<file path="config.mk">
export PLATFORM = sky130hd
export DESIGN_NAME = pipe_hazard_ctrl
export DESIGN_NICKNAME = d
export VERILOG_FILES = /design/src/rtl/pipe_ctrl_pkg.sv /design/src/rtl/mem_wait_fsm.sv /design/src/rtl/pipe_hazard_ctrl.sv
export SDC_FILE = /design/constraint.sdc
export NUM_CORES = 1
export LEC_CHECK = 0
export ABC_AREA = 1
export ABC_CLOCK_PERIOD_IN_PS = 1950
export BUFFER_PORTS_ARGS = -buffer_cell sky130_fd_sc_hd__buf_2
export CELL_PAD_IN_SITES_DETAIL_PLACEMENT = 0
export CELL_PAD_IN_SITES_GLOBAL_PLACEMENT = 2
export CORE_MARGIN = 2
export CORE_UTILIZATION = 29
export DETAILED_ROUTE_END_ITERATION = 16
export GPL_TIMING_DRIVEN = 1
export PLACE_DENSITY_LB_ADDON = 0.1
export SYNTH_ARGS = -nofsm -noshare
export SYNTH_HDL_FRONTEND = slang
export SYNTH_SLANG_ARGS = --single-unit
</file>
<file path="constraint.sdc">
create_clock -name clk -period 1.95 [get_ports clk]
set_input_delay 0.0975 -clock clk [delete_from_list [all_inputs] [get_ports clk]]
set_output_delay 0.0975 -clock clk [all_outputs]
set_load 0.02 [all_outputs]
</file>
<file path="src/rtl/pipe_ctrl_pkg.sv">
// Shared types for the pipeline hazard controller: forward selects, memory-wait
// FSM states and the shadow pipeline-register entry.
package pipe_ctrl_pkg;

    localparam logic [1:0] FWD_RF = 2'b00;
    localparam logic [1:0] FWD_EM = 2'b01;
    localparam logic [1:0] FWD_MW = 2'b10;

    // Shadow rd is held zero-extended to this width so the struct is AW-independent.
    localparam int RD_MAX_W = 8;

    typedef enum logic {
        IDLE = 1'b0,
        WAIT = 1'b1
    } mw_state_e;

    typedef struct packed {
        logic                valid;
        logic [RD_MAX_W-1:0] rd;
        logic                reg_write;
        logic                is_load;
    } sh_entry_t;

    localparam sh_entry_t SH_EMPTY = '0;

    // A load in ExMem has no data yet, so it never forwards from that stage.
    function automatic logic [1:0] fwd_sel(
        input sh_entry_t           em,
        input sh_entry_t           mw,
        input logic [RD_MAX_W-1:0] src
    );
        logic [1:0] sel;
        sel = FWD_RF;
        if (src != '0) begin
            if (em.valid && em.reg_write && !em.is_load && (em.rd == src)) begin
                sel = FWD_EM;
            end else if (mw.valid && mw.reg_write && (mw.rd == src)) begin
                sel = FWD_MW;
            end
        end
        return sel;
    endfunction

endpackage

</file>
<file path="src/rtl/mem_wait_fsm.sv">
// Data-memory wait tracker: stalls while a request is outstanding and raises
// a one-cycle error once TIMEOUT consecutive wait cycles have elapsed.
//
// state | meaning
// IDLE  | no wait in progress; an unacked request stalls for its first cycle
// WAIT  | request outstanding, wcnt = wait cycles already stalled
module mem_wait_fsm
    import pipe_ctrl_pkg::*;
#(
    parameter int TIMEOUT = 16
) (
    input  logic clk,
    input  logic rst,
    input  logic mem_req,
    input  logic mem_ack,
    output logic mstall,
    output logic mem_err
);

    localparam int WCW = (TIMEOUT < 2) ? 1 : $clog2(TIMEOUT + 1);
    localparam logic [WCW-1:0] WC_LAST = WCW'(TIMEOUT);

    mw_state_e      state_q, state_d;
    logic [WCW-1:0] wcnt_q, wcnt_d;
    logic           pending;

    // A dropped request while waiting is treated like an ack.
    assign pending = mem_req & ~mem_ack;

    always_ff @(posedge clk) begin
        if (rst) begin
            state_q <= IDLE;
            wcnt_q  <= '0;
        end else begin
            state_q <= state_d;
            wcnt_q  <= wcnt_d;
        end
    end

    always_comb begin
        state_d = state_q;
        wcnt_d  = wcnt_q;
        case (state_q)
            IDLE: begin
                if (pending && (TIMEOUT != 0)) begin
                    state_d = WAIT;
                    wcnt_d  = WCW'(1);
                end
            end
            WAIT: begin
                if (!pending || (wcnt_q == WC_LAST)) begin
                    state_d = IDLE;
                    wcnt_d  = '0;
                end else begin
                    wcnt_d = wcnt_q + WCW'(1);
                end
            end
            default: begin
                state_d = IDLE;
                wcnt_d  = '0;
            end
        endcase
    end

    always_comb begin
        mstall  = 1'b0;
        mem_err = 1'b0;
        case (state_q)
            IDLE: mstall = pending;
            WAIT: begin
                if (pending) begin
                    if (wcnt_q == WC_LAST) begin
                        mem_err = 1'b1;
                    end else begin
                        mstall = 1'b1;
                    end
                end
            end
            default: begin
                mstall  = 1'b0;
                mem_err = 1'b0;
            end
        endcase
    end

endmodule

</file>
<file path="src/rtl/pipe_hazard_ctrl.sv">
// Hazard and pipeline-control unit for the 5-stage core: forwarding, load-use
// and memory-wait stalls, branch flushes and saturating stall counters.
module pipe_hazard_ctrl
    import pipe_ctrl_pkg::*;
#(
    parameter int AW      = 5,
    parameter int TIMEOUT = 16,
    parameter int CNT_W   = 32
) (
    input  logic             clk,
    input  logic             rst,
    input  logic [AW-1:0]    id_rs1,
    input  logic [AW-1:0]    id_rs2,
    input  logic             id_use_rs1,
    input  logic             id_use_rs2,
    input  logic [AW-1:0]    ex_rs1,
    input  logic [AW-1:0]    ex_rs2,
    input  logic [AW-1:0]    ex_rd,
    input  logic             ex_reg_write,
    input  logic             ex_is_load,
    input  logic             branch_taken,
    input  logic             mem_req,
    input  logic             mem_ack,
    output logic             stall_if,
    output logic             stall_id,
    output logic             stall_ex,
    output logic             stall_mem,
    output logic             flush_ifid,
    output logic             flush_idex,
    output logic             bubble_memwb,
    output logic [1:0]       fwd_rs1,
    output logic [1:0]       fwd_rs2,
    output logic             mem_err,
    output logic [CNT_W-1:0] cnt_lu_stall,
    output logic [CNT_W-1:0] cnt_mem_stall
);

    logic             mstall;
    logic             lu;
    logic             lu_win;
    sh_entry_t        ex_entry;
    sh_entry_t        sh_em_q, sh_em_d;
    sh_entry_t        sh_mw_q, sh_mw_d;
    logic [CNT_W-1:0] cnt_lu_q, cnt_lu_d;
    logic [CNT_W-1:0] cnt_mem_q, cnt_mem_d;

    mem_wait_fsm #(
        .TIMEOUT (TIMEOUT)
    ) u_mem_wait (
        .clk     (clk),
        .rst     (rst),
        .mem_req (mem_req),
        .mem_ack (mem_ack),
        .mstall  (mstall),
        .mem_err (mem_err)
    );

    always_comb begin
        ex_entry           = SH_EMPTY;
        ex_entry.valid     = 1'b1;
        ex_entry.rd        = RD_MAX_W'(ex_rd);
        ex_entry.reg_write = ex_reg_write;
        ex_entry.is_load   = ex_is_load;
    end

    assign fwd_rs1 = fwd_sel(sh_em_q, sh_mw_q, RD_MAX_W'(ex_rs1));
    assign fwd_rs2 = fwd_sel(sh_em_q, sh_mw_q, RD_MAX_W'(ex_rs2));

    assign lu = ex_is_load && ex_reg_write && (ex_rd != '0) &&
                ((id_use_rs1 && (id_rs1 == ex_rd)) || (id_use_rs2 && (id_rs2 == ex_rd)));

    // A taken branch discards the ID instruction, so it beats the load-use stall.
    assign lu_win = !mstall && !branch_taken && lu;

    always_comb begin
        stall_if     = 1'b0;
        stall_id     = 1'b0;
        stall_ex     = 1'b0;
        stall_mem    = 1'b0;
        flush_ifid   = 1'b0;
        flush_idex   = 1'b0;
        bubble_memwb = mstall | mem_err;
        if (mstall) begin
            stall_if  = 1'b1;
            stall_id  = 1'b1;
            stall_ex  = 1'b1;
            stall_mem = 1'b1;
        end else if (branch_taken) begin
            flush_ifid = 1'b1;
            flush_idex = 1'b1;
        end else if (lu) begin
            stall_if   = 1'b1;
            stall_id   = 1'b1;
            flush_idex = 1'b1;
        end
    end

    always_comb begin
        sh_em_d = sh_em_q;
        sh_mw_d = sh_mw_q;
        if (!stall_mem) begin
            sh_mw_d = bubble_memwb ? SH_EMPTY : sh_em_q;
            sh_em_d = stall_ex ? SH_EMPTY : ex_entry;
        end
    end

    always_comb begin
        cnt_lu_d  = cnt_lu_q;
        cnt_mem_d = cnt_mem_q;
        if (lu_win && (cnt_lu_q != '1)) begin
            cnt_lu_d = cnt_lu_q + CNT_W'(1);
        end
        if (mstall && (cnt_mem_q != '1)) begin
            cnt_mem_d = cnt_mem_q + CNT_W'(1);
        end
    end

    always_ff @(posedge clk) begin
        if (rst) begin
            sh_em_q   <= SH_EMPTY;
            sh_mw_q   <= SH_EMPTY;
            cnt_lu_q  <= '0;
            cnt_mem_q <= '0;
        end else begin
            sh_em_q   <= sh_em_d;
            sh_mw_q   <= sh_mw_d;
            cnt_lu_q  <= cnt_lu_d;
            cnt_mem_q <= cnt_mem_d;
        end
    end

    assign cnt_lu_stall  = cnt_lu_q;
    assign cnt_mem_stall = cnt_mem_q;

endmodule

</file>
==> results.md, run 1 <==
- Initial DRT Pass Iterations: 4
- Max Clk Rate: 0.551 GHz
- Critical Path End: stall_id
- Max Clock Skew: 0.00882 ns
- P_leak: 0.00302 µW
- Starting density of the core: 29.6%
- Clock power frac: 52.1%
- Final Util: 38.2%
- Die Wd: 140 µm
- Max H-tree Level: 3
- Reg power frac: 40.7%
- Total core area: 18000 µm²
- Setup repair after global routing missed its margin: yes
- Die Span Y: 140 µm
- Sink Count: 85
- Reg-to-reg slack, setup: 0.15 ns
- Vias/cell: 4.58
- Diode count: 0
- RR Endpoint: cnt_mem_stall[17]
- Max Buffers Root-to-Sink: 2
- Power per cell area: 634 nW/µm²
- Yosys reg bits: 85
- Layout cells sized above 1: 19.5%
- DRC violations left: 0
- Worst VDD drop: 405 µV
- DRT Wirelength: 18000 µm
- Hpwl dp: 13900 µm
- CTS buffer count: 9
- Vias: 5730
- Initial DRC count: 261
- Logic pwr share: 7.2%
- Fin nets: 1054
- Die area: 19500 µm²
- Routed len/inst: 14.4 µm
- Min cycle time layout: 1.82 ns
- Sw frac: 22.4%
- Crit path kind: reg -> out
- Least-Margin Pin Slew: 0.586 ns
- CTS clk-pin slew, worst paths: 0.07 ns
- Setup TNS: 0 ns
- Initial antenna violation count: 0
- Startpoint Class: flip-flop
- Largest net degree at the start of global routing: 34
- Crit path capture type: output pin
- Status: completed
- FP Rows: 49
- Worst Setup SP: u_mem_wait.wcnt_q[1]
- CP required: 1.85 ns
- Port buffer count: 109
- Slew Limit Fails: 0
- Synth Warn #: 0
- Area delta synth->final: 29.0%
- First-pass GRT wire length: 29200 µm
- R2r worst-path depth: 12
- Final-report hold violation count: 0
- Cell count after synthesis: 863
- CTS tree: built
- Worst Hold Path Cells: 3
- Syn nets: 901
- Antenna viol nets, final: 0
- Internal power: 3390 µW
- GRT Total Usage: 18.7%
- Root Driver: clkbuf_16
- Data arrival, critical path: 1.72 ns
- Synth cell types: 36
- Critical Path Fanout Max: 6
- Total of max-cap violations: 0
- Worst hold path type: in -> reg
- Syn avg cell area: 6.18 µm²
- # setup viols final: 0
- Insertion delay to the later sink of the worst-skew pair: 0.35 ns
- Sequential element share of the synthesized area: 31.9%
- Vias in the first global route: 5580
- Switching Power: 979 µW
- Global placer's final weighted congestion: 0.780
- Syn Std Cell Area: 5340 µm²
- Crit Reg-Reg Startpoint: u_mem_wait.wcnt_q[1]
- Grt ovf: 0
- Rel. slew slack: 60.9%
- Top Ports: 110
- Tcrit/Tclk final: 93.1%
power groups by stage:
| stage | sequential [µW] | combinational, µW | clock (µW) |
|---|---|---|---|
| floorplan | 1820 | 185 | 0 |
| global placement | 1820 | 311 | 0 |
| detailed placement | 1820 | 310 | 0 |
| CTS | 1780 | 317 | 2350 |
| global route | 1780 | 352 | 2410 |
| finish | 1780 | 314 | 2280 |
per-stage QoR:
step	hold slack (ns)	std cells	worst slack [ns]	power, µW	cell area [µm²]
after floorplan	0.183	863	0.0709	2000	5340
after global placement	0.355	1231	0.119	2130	6450
after detailed placement	0.354	1231	0.153	2130	6450
after CTS	0.0542	1250	0.0710	4440	6860
after global routing	0.0681	1250	-0.0118	4540	6880
final	0.0700	1250	0.134	4370	6880
cell type report:
cell class | instances | area (µm²)
clock buffer | 10 | 229
timing repair buffer | 165 | 1000
fill | 2033 | 11100
clock inverter | 6 | 159
sequential | 85 | 1700
inverter | 85 | 319
tap | 229 | 287
multi-input combinational | 670 | 3190
worst min-delay path by stage:
stage                            start                 end  slack [ns]
after floorplan                    rst  u_mem_wait.state_q        0.18
after global placement    ex_reg_write          sh_em_q[1]        0.36
after detailed placement  ex_reg_write          sh_em_q[1]        0.35
after CTS                     ex_rd[1]          sh_em_q[3]        0.05
after global routing          ex_rd[1]          sh_em_q[3]        0.07
final                         ex_rd[1]          sh_em_q[3]        0.07
placed cells by master, fill, tap and decap left out, types with 13 or more instances in the layout:
cell      count
a21oi_1      63
buf_2       109
buf_4        51
dfxtp_1      85
inv_1        82
nand2_1     306
nand3_1      23
nand3b_1     13
nor2_1      130
nor3_1       22
xor2_1       36
worst max-delay path, cell delays in order, from the launching register on:
cell	delay (ns)
dfxtp_1	0.37
inv_1	0.05
ha_1	0.18
nand4_1	0.14
inv_1	0.10
nor2_4	0.12
inv_1	0.13
nand2_2	0.13
buf_2	0.17
synthesized netlist by cell type (all sizes together):
master / instances / area share (%)
a32o: 2 / 0.38
dfxtp: 85 / 32
o32ai: 4 / 0.66
clkbuf: 8 / 0.56
nor3b: 1 / 0.14
buf: 15 / 2.2
nor2: 140 / 11
nand4: 10 / 1.3
and3: 2 / 0.23
inv: 85 / 6.0
a221oi: 1 / 0.16
xnor2: 9 / 1.5
nand2: 310 / 22
o22ai: 7 / 0.82
nor3: 22 / 2.1
nand3b: 13 / 1.8
ha: 4 / 0.94
a21oi: 63 / 5.9
nand3: 25 / 2.7
o21ai: 11 / 1.0
a211oi: 3 / 0.42
o221ai: 1 / 0.16
a2111oi: 1 / 0.16
nor4: 5 / 0.59
xor2: 36 / 5.9
routing by layer:
| layer | up-vias | GRT usage (%) | share of wire, % |
|---|---|---|---|
| li1 | 3046 | - | - |
| met1 | 2570 | 24.7 | 49 |
| met2 | 102 | 31.7 | 46 |
| met3 | 12 | 3.85 | 4.1 |
| met4 | 0 | 3.63 | 0.77 |
| met5 | - | 0 | 0 |
state kept, by name, summed over array words and instances, names as in the netlist:
signal / flops
cnt_lu_stall: 32
cnt_mem_stall: 32
sh_em_q: 8
sh_mw_q: 7
u_mem_wait.state_q: 1
u_mem_wait.wcnt_q: 5
timing repair:
action | in CTS | in global routing
setup buffers | 1 | 0
hold buffers | 2 | 0
gates resized for setup | 0 | 7
hold endpoints to repair | 2 | 0
pin swaps | 1 | 0
endpoints found under the setup margin | 2 | 47
cells by family (layout without fill, tap and decap cells):
logic type | count (synthesis) | count (layout) | synth area share, %
AO/OA/AOI/OAI | 93 | 93 | 9.71
XOR/XNOR | 45 | 45 | 7.39
adder cells (fa/ha/maj) | 4 | 4 | 0.938
buffers and inverters | 108 | 266 | 8.72
flip-flops | 85 | 85 | 31.9
AND/OR/NAND/NOR | 528 | 528 | 41.4
(Power assumes the default switching activity.)
==> run 2: changes to the inputs <==
--- a/config.mk
+++ b/config.mk
@@ -7,7 +7,7 @@
 export LEC_CHECK = 0
 export ABC_AREA = 1
 export ABC_CLOCK_PERIOD_IN_PS = 1950
-export BUFFER_PORTS_ARGS = -buffer_cell sky130_fd_sc_hd__buf_2
+export BUFFER_PORTS_ARGS = -buffer_cell sky130_fd_sc_hd__buf_4
 export CELL_PAD_IN_SITES_DETAIL_PLACEMENT = 0
 export CELL_PAD_IN_SITES_GLOBAL_PLACEMENT = 2
 export CORE_MARGIN = 2
==> results.md, run 2 (same netlist as run 1, synthesis figures left out) <==
- Vias: 5736
- CTS buffer count: 9
- Startpoint Class: flip-flop
- Worst-path cell chain: inv_1 -> ha_1 -> nand4_1 -> inv_1 -> nor2_4 -> buf_4 -> a21oi_1 -> buf_4
- Slew Limit Fails: 0
- Worst path slowest cell: dfxtp_2
- WL met2: 7980 µm
- Least-Margin Pin Slew: 0.458 ns
- RR Endpoint: cnt_lu_stall[0]
- CP required: 1.85 ns
- Global placer's final weighted congestion: 0.775
- P_leak: 0.00301 µW
- Layout cells sized above 1: 19.9%
- Starting density of the core: 29.6%
- Internal power: 2840 µW
- Initial DRT Pass Iterations: 4
- Grt ovf: 0
- Port buffer count: 109
- Total of max-cap violations: 0
- First-pass GRT wire length: 28500 µm
- Vias/cell: 4.58
- Reg-to-reg slack, setup: 0.16 ns
- R2r worst-path depth: 9
- Worst hold path type: in -> reg
- Rel. slew slack: 69.4%
- Buf/Inv on CP: 4
- Insertion delay to the later sink of the worst-skew pair: 0.34 ns
- DRT Wirelength: 17700 µm
- Die Span Y: 140 µm
- Hold path endpoint: sh_em_q[0]
- Max Clock Skew: 0.00955 ns
- Setup TNS: 0 ns
- Reg power frac: 47.1%
- Largest net degree at the start of global routing: 32
- Max H-tree Level: 3
- CTS clk-pin slew, worst paths: 0.07 ns
- Data arrival, critical path: 1.75 ns
- Crit path kind: reg -> out
- Power per cell area: 533 nW/µm²
- Crit path capture type: output pin
- Logic pwr share: 9.1%
- Critical Path Fanout Max: 4
- Status: completed
- Top Ports: 110
- Cell Count, Final, Fillers Out: 1253
- Worst hold start: ex_is_load
- CP max stage delay: 0.35 ns
- Met1 Routed Length: 8880 µm
- Fin nets: 1057
- Post-Place Cells: 1235
- Final-report hold violation count: 0
- Die Wd: 140 µm
- Clock power frac: 43.8%
- GRT Total Usage: 18.0%
- Initial DRC count: 241
- FP Rows: 49
- Sink Count: 85
- Sw frac: 24.8%
- Min cycle time layout: 1.85 ns
- Area delta synth->final: 32.9%
- Antenna viol nets, final: 0
- Commonest non-fill, non-tap cell in the layout: nand2_1
- Total core area: 18000 µm²
- Top routing layer used: met4
- Die area: 19500 µm²
- DRC violations left: 0
- Max Clk Rate: 0.540 GHz
- Initial antenna violation count: 0
- # setup viols final: 0
- Tcrit/Tclk final: 95.0%
- Diode count: 0
- Root Driver: clkbuf_16
- Routed len/inst: 14.1 µm
- Crit Reg-Reg Startpoint: u_mem_wait.wcnt_q[1]
- Max Buffers Root-to-Sink: 2
- Hpwl dp: 13700 µm
- Commonest cells after routing, fill and taps aside: nand2_1 (306), buf_4 (163), nor2_1 (131)
- Worst Hold Path Cells: 3
- CTS tree: built
- Vias in the first global route: 5547
- Met3 WL post-DR: 600 µm
- Switching Power: 937 µW
- Worst VDD drop: 403 µV
- CP top delay family: buffers and inverters
==> run 2: worst max path at each step <==
stage / startpoint / endpoint / cells after the start
final: u_mem_wait.wcnt_q[1] / flush_idex / 8
after global routing: u_mem_wait.wcnt_q[1] / stall_id / 8
after CTS: u_mem_wait.wcnt_q[1] / stall_if / 8
after detailed placement: cnt_mem_stall[0] / cnt_mem_stall[27] / 11
after global placement: cnt_mem_stall[2] / cnt_mem_stall[25] / 9
after floorplan: cnt_mem_stall[0] / cnt_mem_stall[24] / 13
==> run 2: what timing repair did <==
action,4_1_cts,5_1_grt
resized for setup,1,12
endpoints found under the hold margin,1,0
setup buffers,0,1
pin swaps,0,1
hold buffers,1,0
setup endpoints to repair,2,38
==> run 2: worst reg2reg max path, stage by stage (launching register included) <==
cell	delay, ns
dfxtp_2	0.33
inv_1	0.05
ha_1	0.14
nand4_1	0.15
a21oi_1	0.33
nand3_1	0.14
nor2_2	0.15
buf_12	0.20
nand2_1	0.08
a21oi_1	0.14
==> run 2: layer usage <==
| layer | track usage, % | up-vias |
|---|---|---|
| met1 | 25.2 | 2590 |
| met4 | 5.05 | 0 |
| met2 | 29.2 | 97 |
| li1 | - | 3038 |
| met3 | 2.41 | 11 |
| met5 | 0 | - |
==> run 2: cell type report <==
cell class,instances,area [µm²]
sequential,85,1700
tap,229,287
inverter,85,322
clock buffer,15,268
fill,2035,10900
timing repair buffer,168,1310
clock inverter,1,5.00
multi-input combinational,670,3200
==> run 2: metrics by stage <==
step | area, µm² | setup slack (ns) | util, % | hold WS (ns) | power, µW
finish | 7090 | 0.0979 | 39.3 | 0.0245 | 3780
global route | 7090 | -0.00783 | 39.3 | 0.0662 | 3930
CTS | 7050 | 0.0387 | 39.1 | 0.0114 | 3830
detailed placement | 6760 | 0.126 | 37.5 | 0.340 | 2160
global placement | 6760 | 0.125 | 37.5 | 0.342 | 2160
floorplan | 5340 | 0.0709 | - | 0.183 | 2000
==> run 2: power by group through the flow <==
stage	clock network (µW)	logic, µW	registers, µW
after floorplan	0	185	1820
after global placement	0	345	1820
after detailed placement	0	343	1820
after CTS	1700	346	1780
after global routing	1770	382	1780
final	1650	345	1780
